`config.mk`:
```
export PLATFORM = sky130hd
export DESIGN_NAME = program_counter
export DESIGN_NICKNAME = d
export VERILOG_FILES = /design/src/rtl/cpu_pkg.sv /design/src/rtl/program_counter.sv
export SDC_FILE = /design/constraint.sdc
export NUM_CORES = 1
export LEC_CHECK = 0
export ABC_AREA = 1
export CORE_ASPECT_RATIO = 0.75
export CORE_MARGIN = 2
export CORE_UTILIZATION = 35
export CTS_BUF_LIST = sky130_fd_sc_hd__clkbuf_2 sky130_fd_sc_hd__clkbuf_4 sky130_fd_sc_hd__clkbuf_8
export CTS_CLUSTER_SIZE = 30
export DETAILED_ROUTE_END_ITERATION = 6
export MAX_ROUTING_LAYER = met4
export PLACE_DENSITY = 0.81
export SLEW_MARGIN = 20
export SYNTH_ARGS = -nofsm -noshare
export SYNTH_HDL_FRONTEND = slang
export SYNTH_SLANG_ARGS = --single-unit
export TNS_END_PERCENT = 30
```
`constraint.sdc`:
```
create_clock -name Clk -period 0.8 [get_ports Clk]
set_input_delay 0.08 -clock Clk [delete_from_list [all_inputs] [get_ports Clk]]
set_output_delay 0.08 -clock Clk [all_outputs]
set_load 0.02 [all_outputs]
```
`src/rtl/cpu_pkg.sv`:
```
// ---------------------------------------------------------------------------
// cpu_pkg
// Shared processor-wide constants. The address width and boot address are
// defined once here so the program counter, instruction memory and next-PC
// logic all agree on them.
// ---------------------------------------------------------------------------
`timescale 1ns/1ps

package cpu_pkg;

    // Width of every instruction address in the datapath.
    parameter int ADDR_WIDTH = 32;

    // Address the processor starts fetching from after reset.
    parameter logic [ADDR_WIDTH-1:0] PC_RESET_VALUE = 32'h0000_0000;

endpackage : cpu_pkg

```
`src/rtl/program_counter.sv`:
```
// ---------------------------------------------------------------------------
// program_counter
// Holds the current instruction address. Every rising clock edge it captures
// the next-PC value computed upstream (PC+4, branch or jump target), or the
// boot address while reset is high. It does no arithmetic, alignment checks
// or masking of its own.
//
// Parameters
//   WIDTH       : address width in bits
//   RESET_VALUE : boot address loaded on reset
//
// Ports
//   Clk      in   1      system clock, rising-edge active
//   Reset    in   1      synchronous, active-high reset
//   Address  in   WIDTH  next PC value from the next-PC logic
//   PCResult out  WIDTH  current PC, driven straight from the register
// ---------------------------------------------------------------------------
`timescale 1ns/1ps

module program_counter
    import cpu_pkg::*;
#(
    parameter int                WIDTH       = ADDR_WIDTH,
    parameter logic [WIDTH-1:0]  RESET_VALUE = PC_RESET_VALUE
) (
    input  logic             Clk,
    input  logic             Reset,
    input  logic [WIDTH-1:0] Address,
    output logic [WIDTH-1:0] PCResult
);

    logic [WIDTH-1:0] pc_d;
    logic [WIDTH-1:0] pc_q;

    // Reset wins over the incoming address. Otherwise the address is loaded
    // every cycle, because the core has no stall or enable path into the PC.
    always_comb begin
        pc_d = Address;
        if (Reset) begin
            pc_d = RESET_VALUE;
        end
    end

    always_ff @(posedge Clk) begin
        pc_q <= pc_d;
    end

    // The output comes only from the register, so nothing on Address or
    // Reset can reach PCResult between edges.
    assign PCResult = pc_q;

`ifndef SYNTHESIS
    // Simulation-only checking: once a reset edge has been seen, the PC must
    // never go unknown.
    logic rst_seen_d;
    logic rst_seen_q;

    always_comb begin
        rst_seen_d = rst_seen_q;
        if (Reset) begin
            rst_seen_d = 1'b1;
        end
    end

    always_ff @(posedge Clk) begin
        rst_seen_q <= rst_seen_d;
        if (rst_seen_q === 1'b1) begin
            assert (!$isunknown(PCResult))
                else $error("program_counter: PCResult is unknown after reset");
        end
    end
`endif

endmodule : program_counter

```
==> summary.txt <==
Status
  – Status: finished, violations left
  – Failing checks: negative setup slack

Layout
  – Fill count: 195
  – Layout cell share with drive strength beyond 1: 43.3%
  – Multi-input logic area: 120 µm²
  – Most common cell after layout, fill and taps aside: clkdlybuf4s50_1
  – Max FFs per register: 32
  – Most frequent cells in the layout: clkdlybuf4s50_1, dfxtp_2, inv_1, nor2_1, buf_6
  – Area grow syn2layout: 91.5%
  – # nets final: 204
  – Final core occ: 68.9%
  – FF/Latch Area: 681 µm²
  – Final Cell Area: 1750 µm²
  – Finished Layout Cells: 207
  – Ant. Diodes: 0

STA
  – Hold WS: 0.254 ns
  – Slew Limit Fails: 0
  – Measured slew at the worst slew-check pin: 0.161 ns
  – Final setup fails: 32
  – Fmax: 1170 MHz
  – Crit path setup slack, layout: -0.0572 ns
  – RSZ-0062 raised after global routing: yes
  – Worst slew margin: 89.2%
  – Hold Violations, Final: 0
  – Tmin final: 0.857 ns
  – Final period utilization: 107%

Worst setup path
  – CP endpoint: PCResult[16]
  – Worst Path Max Fanout: 1
  – Worst path bufs/invs: 1
  – Critical path, cell by cell: buf_6
  – Slowest-stage cell, CP: dfxtp_2
  – CP Data Arrival Time: 0.78 ns
  – Crit start category: register
  – Critical Path RT: 0.72 ns
  – WP depth: 1
  – Critical Path Max Stage Delay: 0.33 ns
  – Origin of the worst setup path: PCResult[16]$_SDFF_PP0_
  – Kind of end point of the critical path: output pin
  – Cell class contributing the biggest share of worst-path delay: flip-flops
  – Critical path class: register to output pin

Logic synthesis
  – Synth warn: 0
  – Netlist cell types: 4
  – Syn nets: 133
  – Mapped Area: 915 µm²
  – Sequential area share after synthesis: 70.0%
  – Post-synthesis register bit count: 32
  – Area leader, netlist: dfxtp_1
  – Synth area leaders: dfxtp_1, inv_1, nor2_1
  – Syn_area_per_cell: 9.24 µm²
  – Post-synth top area share: 70.0%
  – Mapped Cells: 99

Global routing
  – Initial antenna violation count: 0
  – Largest net degree at the start of global routing: 18
  – Grt ovf: 0
  – First-pass GRT wire length: 2950 µm
  – Vias in the first global route: 717
  – Total track usage: 14.0%

Drt
  – Post-DR vias/cell: 3.83
  – DR WL/cell: 10.1 µm
  – Initial DRC Count: 20
  – Initial DRT Pass Iterations: 4
  – Total number of vias: 792
  – DRC: 0
  – Antenna-violating nets left: 0
  – Final WL: 2090 µm

Floorplan
  – Die area: 3040 µm²
  – Cell Rows: 16
  – Initial Util: 36.0%
  – Die width: 63.0 µm
  – I/O pin total: 66
  – Core box area: 2540 µm²
  – Die Y: 48.3 µm

Place
  – DP Area: 1590 µm²
  – Count of input and output buffers: 65
  – Detail Placement HPWL: 1650 µm
  – RD Place Congestion: 0.667
  – DP Worst Slack: -0.192 ns
  – Dpl cells: 199

Clocking
  – Cts bufs inserted: 5
  – CTS Buffer Depth: 2
  – TritonCTS clock tree: built
  – Hold-fix buffers, CTS: 0
  – Clock Sink Count: 32
  – Clock transition at path regs: 0.10 ns
  – Clk root buf: clkbuf_4
  – Postcts setup bufs: 0
  – H-tree levels: 2

Power and ir drop
  – Power per cell area: 1990 nW/µm²
  – Maximum vdd drop: 1.17 mV
  – Pleak: 0.888 nW

Hold path
  – Hold Path Class: primary input to register
  – Min-Delay Startpoint: Address[18]

Flow run
  – Total of max-cap violations: 0
## cell families after synthesis
group | Yosys count | synth area share [%]
DFF | 32 | 70.0
buffers and inverters | 35 | 16.8
and+or+nand+nor | 32 | 13.1
## report_power, final
part / internal, mW / switching, mW
clock: 0.689 / 0.513
sequential: 1.69 / 0.0387
combinational: 0.329 / 0.224
## cell type report
type | count | area share (%)
repair buffers | 67 | 40.3
flip-flops and latches | 32 | 38.9
multi-input cells | 32 | 6.86
inverters | 32 | 6.86
clock buffers | 6 | 2.57
well taps | 36 | 2.57
clock inverters | 2 | 2.00
## synth_stat cells
library cell,count
buf_6,3
dfxtp_1,32
inv_1,32
nor2_1,32
## how the worst min path moves through the flow
stage / endpoint / slack [ns] / depth (start not counted)
2_1_floorplan: PCResult[29]$_SDFF_PP0_ / 0.15 / 1
3_3_place_gp: PCResult[26]$_SDFF_PP0_ / 0.60 / 3
3_5_place_dp: PCResult[18]$_SDFF_PP0_ / 0.61 / 3
4_1_cts: PCResult[18]$_SDFF_PP0_ / 0.25 / 3
5_1_grt: PCResult[15]$_SDFF_PP0_ / 0.25 / 3
6_report: PCResult[18]$_SDFF_PP0_ / 0.25 / 3
## timing repair
| item | 4_1_cts | 5_1_grt |
|---|---|---|
| pin swaps | 0 | 0 |
| endpoints found under the hold margin | 0 | 0 |
| resized for setup | 224 | 0 |
| endpoints found under the setup margin | 32 | 32 |
## stage by stage
step | TNS (ns) | power, mW
after floorplan | 0 | 1.94
after global placement | -9.91 | 2.26
after detailed placement | -10.04 | 2.28
after CTS | -1.67 | 3.52
after global routing | -2.54 | 3.63
final | -1.44 | 3.49
## metal layers
layer | track usage (%) | up-vias | routed length [µm]
met1 | 12.2 | 348 | 762
li1 | - | 404 | -
met4 | 5.33 | 0 | 12
met5 | - | - | 0
met2 | 27.2 | 38 | 1110
met3 | 6.93 | 2 | 205
No activity file was read; power rests on OpenSTA's default activity.
